File: src/rtl/alarm_pkg.sv
// Shared alarm clock UI types and constants.
// Contents: btn_state_t (button event decoder FSM states), CLK_FREQ_HZ (system clock rate).
package alarm_pkg;

    localparam int unsigned CLK_FREQ_HZ = 38_000_000;

    typedef enum logic [1:0] {
        WAIT_REL,
        IDLE,
        PRESSED,
        LONG_HELD
    } btn_state_t;

endpackage : alarm_pkg

File: src/rtl/button_event_decoder.sv
// Turns a debounced button level into short/long/repeat event pulses and a held level.
// Ports:
//   clk          in   system clock
//   reset        in   synchronous, active-low reset
//   in_btn       in   debounced button level, 1 = pressed
//   short_press  out  1-cycle pulse on release of a press shorter than LONG_CYCLES
//   long_press   out  1-cycle pulse when the hold reaches LONG_CYCLES samples
//   repeat_tick  out  1-cycle pulse every REPEAT_CYCLES while held past long_press
//   held         out  level, 1 while a valid press is in progress
module button_event_decoder
    import alarm_pkg::*;
#(
    parameter int unsigned LONG_CYCLES   = 38_000_000,
    parameter int unsigned REPEAT_CYCLES = 7_600_000,
    parameter bit          REPEAT_EN     = 1'b1
) (
    input  logic clk,
    input  logic reset,
    input  logic in_btn,
    output logic short_press,
    output logic long_press,
    output logic repeat_tick,
    output logic held
);

    localparam int unsigned CNT_MAX = (LONG_CYCLES > REPEAT_CYCLES) ? LONG_CYCLES : REPEAT_CYCLES;
    localparam int unsigned CNT_W   = $clog2(CNT_MAX + 1);

    localparam logic [CNT_W-1:0] LONG_LAST   = CNT_W'(LONG_CYCLES - 1);
    localparam logic [CNT_W-1:0] REPEAT_LAST = CNT_W'(REPEAT_CYCLES - 1);

    btn_state_t       r_state;
    btn_state_t       w_state_nxt;
    logic [CNT_W-1:0] r_cnt;
    logic [CNT_W-1:0] w_cnt_nxt;
    logic             w_short_nxt;
    logic             w_long_nxt;
    logic             w_repeat_nxt;
    logic             w_held_nxt;

    // State, counter and registered outputs
    always_ff @(posedge clk) begin
        if (!reset) begin
            r_state     <= WAIT_REL;
            r_cnt       <= '0;
            short_press <= 1'b0;
            long_press  <= 1'b0;
            repeat_tick <= 1'b0;
            held        <= 1'b0;
        end else begin
            r_state     <= w_state_nxt;
            r_cnt       <= w_cnt_nxt;
            short_press <= w_short_nxt;
            long_press  <= w_long_nxt;
            repeat_tick <= w_repeat_nxt;
            held        <= w_held_nxt;
        end
    end

    // Next-state, counter and event decode
    always_comb begin
        w_state_nxt  = r_state;
        w_cnt_nxt    = r_cnt;
        w_short_nxt  = 1'b0;
        w_long_nxt   = 1'b0;
        w_repeat_nxt = 1'b0;

        unique case (r_state)
            // A button still down after reset must be released before it can generate events
            WAIT_REL: begin
                w_cnt_nxt = '0;
                if (!in_btn) begin
                    w_state_nxt = IDLE;
                end
            end
            IDLE: begin
                w_cnt_nxt = '0;
                if (in_btn) begin
                    w_state_nxt = PRESSED;
                    w_cnt_nxt   = CNT_W'(1);
                end
            end
            PRESSED: begin
                if (!in_btn) begin
                    w_state_nxt = IDLE;
                    w_short_nxt = 1'b1;
                    w_cnt_nxt   = '0;
                end else if (r_cnt == LONG_LAST) begin
                    w_state_nxt = LONG_HELD;
                    w_long_nxt  = 1'b1;
                    w_cnt_nxt   = '0;
                end else begin
                    w_cnt_nxt = r_cnt + CNT_W'(1);
                end
            end
            LONG_HELD: begin
                if (!in_btn) begin
                    w_state_nxt = IDLE;
                    w_cnt_nxt   = '0;
                end else if (r_cnt == REPEAT_LAST) begin
                    w_repeat_nxt = REPEAT_EN;
                    w_cnt_nxt    = '0;
                end else begin
                    w_cnt_nxt = r_cnt + CNT_W'(1);
                end
            end
            default: begin
                w_state_nxt = WAIT_REL;
                w_cnt_nxt   = '0;
            end
        endcase

        w_held_nxt = (w_state_nxt == PRESSED) || (w_state_nxt == LONG_HELD);
    end

endmodule : button_event_decoder

File: config.mk
export PLATFORM = sky130hd
export DESIGN_NAME = button_event_decoder
export DESIGN_NICKNAME = d
export VERILOG_FILES = /design/src/rtl/alarm_pkg.sv /design/src/rtl/button_event_decoder.sv
export SDC_FILE = /design/constraint.sdc
export NUM_CORES = 1
export LEC_CHECK = 0
export ABC_AREA = 1
export CELL_PAD_IN_SITES_DETAIL_PLACEMENT = 2
export CELL_PAD_IN_SITES_GLOBAL_PLACEMENT = 2
export CORE_MARGIN = 5
export CORE_UTILIZATION = 30
export DETAILED_ROUTE_END_ITERATION = 8
export GPL_TIMING_DRIVEN = 0
export PLACE_DENSITY = 0.78
export SLEW_MARGIN = 5
export SYNTH_ARGS = -nofsm -noshare
export SYNTH_HDL_FRONTEND = slang
export SYNTH_SLANG_ARGS = --single-unit
export TNS_END_PERCENT = 20
File: constraint.sdc
create_clock -name clk -period 3.25 [get_ports clk]
set_clock_uncertainty 0.1 [all_clocks]
set_input_delay 0.65 -clock clk [delete_from_list [all_inputs] [get_ports clk]]
set_output_delay 0.65 -clock clk [all_outputs]
set_load 0.01 [all_outputs]
==> results_dict.tcl <==
set metrics [dict create \
    status "finished, final reports clean" \
    p_comb_share_pct 5.9 \
    grt_pass1_vias 1862 \
    routed_wl_um 5620 \
    crit_type "primary input to flip-flop" \
    start_util_pct 31.2 \
    fin_cells 363 \
    min_to "r_cnt[4]" \
    setup.worst_path.start_class "primary input" \
    drc 0 \
    p_clk_share_pct 42.3 \
    grt_start_max_net_pins 11 \
    core_mm2 0.00596 \
    grt_pass1_wl_um 9250 \
    hold_viol 0 \
    ir_worst_vdd_mv 0.237 \
    slew_headroom_pct 59.5 \
    htreeDepth 2 \
    r2r_start "r_cnt[0]" \
    area_delta_synth_final_pct 13.3 \
    cts_hold_buf 0 \
    drive_gt1_share_pct 12.5 \
    path_max_fanout 10 \
    dp.cells 355 \
    switching_share_pct 24.9 \
    power_density_mw_per_mm2 369 \
    post_drt_wl_per_cell_um 15.5 \
    setup_viol 0 \
    fin_area_mm2 0.00210 \
    net-switching-power_uw 194 \
    via_per_inst 4.78 \
    placementRows 28 \
    fin_util_pct 35.3 \
    hold_class "flip-flop to flip-flop" \
    synth-seq-area-share_pct 34.5 \
    io_buffers 6 \
    synth_cells 274 \
    syn-cell-area_mm2 0.00186 \
    fmaxAchievable_mhz 518 \
    period_share_pct 59.4 \
    rr_endpoint "r_cnt[16]" \
    gp_congestion 0.831 \
    dieArea_mm2 0.00786 \
    synth_seq_cells 32 \
    required_ns 3.38 \
    fin_ws_ns 1.32 \
    r2r_slack_ns 1.36 \
    dp_slack_ns 1.00 \
    dpl_cell_area_mm2 0.00201 \
    finalSetupTns_ns 0 \
    syn_avg_cell_area_um2 6.77 \
    cts_sinks 32 \
    die_h_um 88.6 \
    insertion_delay_ns 0.29 \
    crit_arrival_ns 2.06 \
    num_vias 1736 \
    rsz0062_at_grt "no" \
    dp_hpwl_um 4520 \
    synth_cell_types 25 \
    cts-root-buf "clkbuf_8" \
    ant_nets 0 \
    ctsResizeCount 0 \
    hp-start "r_cnt[4]" \
    nets 296 \
    final_max_slew_viol_count 0 \
    internal_power_uw 583 \
    overflow 0 \
    cts_buffer_depth 2 \
    numCtsBuffers 5 \
    firstDrtPassIters 4 \
    drv_cap 0 \
    cp-end-kind "flip-flop" \
    antenna_found_initial 0 \
    cts_tree "built" \
    whs_path_depth 2 \
    synth_nets 283 \
    drt-initial-drc-count 32 \
    io_pins 7 \
    yosys_warnings 0 \
    grt_use_total_pct 15.8 \
    path_clk_slew_ns 0.08 \
    worst_slew_pin_slew_ns 0.608 \
    antenna_cells 0 \
    leakagePower_uw 0.000716 \
    die-width_um 88.6 \
    post_cts_buffers 0 \
    r2r_cells 11 \
    seqPwrFrac_pct 51.7 \
    finalCriticalPeriod_ns 1.93 \
]
[state kept, by name (all words and copies together) (netlist names)]
register	flops
long_press	1
short_press	1
held	1
r_cnt	26
r_state	2
repeat_tick	1
[metal layers]
layer / GRT usage (%) / share of wire, %
met1: 18.9 / 46
met2: 28.9 / 52
met3: 2.79 / 1.6
met4: 3.71 / 0.61
met5: 0 / 0
[layout by cell type, fill, tap and decap left out]
| master | n |
|---|---|
| nand2_1 | 65 |
| nand4_1 | 3 |
| clkdlybuf4s50_1 | 6 |
| nor2_2 | 14 |
| nand2_4 | 1 |
| clkinv_2 | 2 |
| buf_12 | 1 |
| and3_1 | 1 |
| o211ai_1 | 3 |
| ha_1 | 6 |
| clkbuf_8 | 6 |
| nor3_1 | 3 |
| clkbuf_1 | 1 |
| dfxtp_1 | 32 |
| or2_2 | 1 |
| nand2_2 | 6 |
| inv_2 | 1 |
| a21oi_1 | 1 |
| o21ai_0 | 4 |
| nand3_1 | 23 |
| nor2_1 | 56 |
| xor2_1 | 12 |
| nand3_4 | 1 |
| nor4_1 | 1 |
| nor2_4 | 2 |
| inv_1 | 31 |
| xnor2_1 | 4 |
| nor3_2 | 1 |
[cell type report]
cell class | instances | area [um2]
Buffer | 2 | 23.8
Clock buffer | 6 | 82.6
Clock inverter | 2 | 10.0
Fill cell | 730 | 3850
Inverter | 32 | 120
Multi-Input combinational cell | 208 | 1070
Sequential cell | 32 | 641
Tap cell | 75 | 93.8
Timing Repair Buffer | 6 | 60.1
[cells in the mapped netlist]
master    instances  area share, %
a21oi_1           1           0.27
and3_1            1           0.34
buf_12            1            1.1
clkbuf_1          1           0.20
dfxtp_1          32             35
ha_1              6            4.0
inv_1            31            6.3
inv_2             1           0.20
nand2_1          65             13
nand2_2           6            2.0
nand2_4           1           0.61
nand3_1          23            6.2
nand3_4           1           0.94
nand4_1           3            1.0
nor2_1           56             11
nor2_2           14            4.7
nor2_4            2            1.2
nor3_1            3           0.81
nor3_2            1           0.54
nor4_1            1           0.34
o211ai_1          3            1.2
o21ai_0           4            1.1
or2_2             1           0.34
xnor2_1           4            1.9
xor2_1           12            5.7
[logic make-up after synthesis]
| group | count (synthesis) | synth area share, % |
|---|---|---|
| adder cells (fa/ha/maj) | 6 | 4.05 |
| buffers and inverters | 34 | 7.75 |
| flip-flops | 32 | 34.5 |
| AND/OR/NAND/NOR | 178 | 43.6 |
| XOR/XNOR | 16 | 7.55 |
| AO/OA/AOI/OAI | 8 | 2.56 |
[critical path, cell delays in order]
cell,delay [ns]
clkdlybuf4s50_1,0.56
nand2_1,0.14
nor2_1,0.26
nand2_4,0.17
buf_12,0.19
nor2_2,0.08
[stage by stage]
step,hold WS [ns],total power [uW]
2_1_floorplan,0.406,440
3_3_place_gp,0.433,455
3_5_place_dp,0.466,458
4_1_cts,0.489,788
5_1_grt,0.520,812
6_report,0.478,776
[worst max path at each step]
stage / startpoint / end / slack (ns)
6_report: reset / r_cnt[17] / 1.32
5_1_grt: r_cnt[0] / r_cnt[8] / 1.16
4_1_cts: r_cnt[0] / r_cnt[17] / 1.29
3_5_place_dp: reset / r_cnt[17] / 1.0
3_3_place_gp: reset / r_cnt[6] / 1.01
2_1_floorplan: r_cnt[0] / r_cnt[11] / 1.61
[power groups by stage]
stage,Clock (uW),Combinational (uW),Sequential (uW)
6_report,329,45.9,402
5_1_grt,357,53.1,402
4_1_cts,338,47.5,402
3_5_place_dp,0,47.2,411
3_3_place_gp,0,44.1,411
2_1_floorplan,0,30.2,410
(Power assumes the default switching activity.)
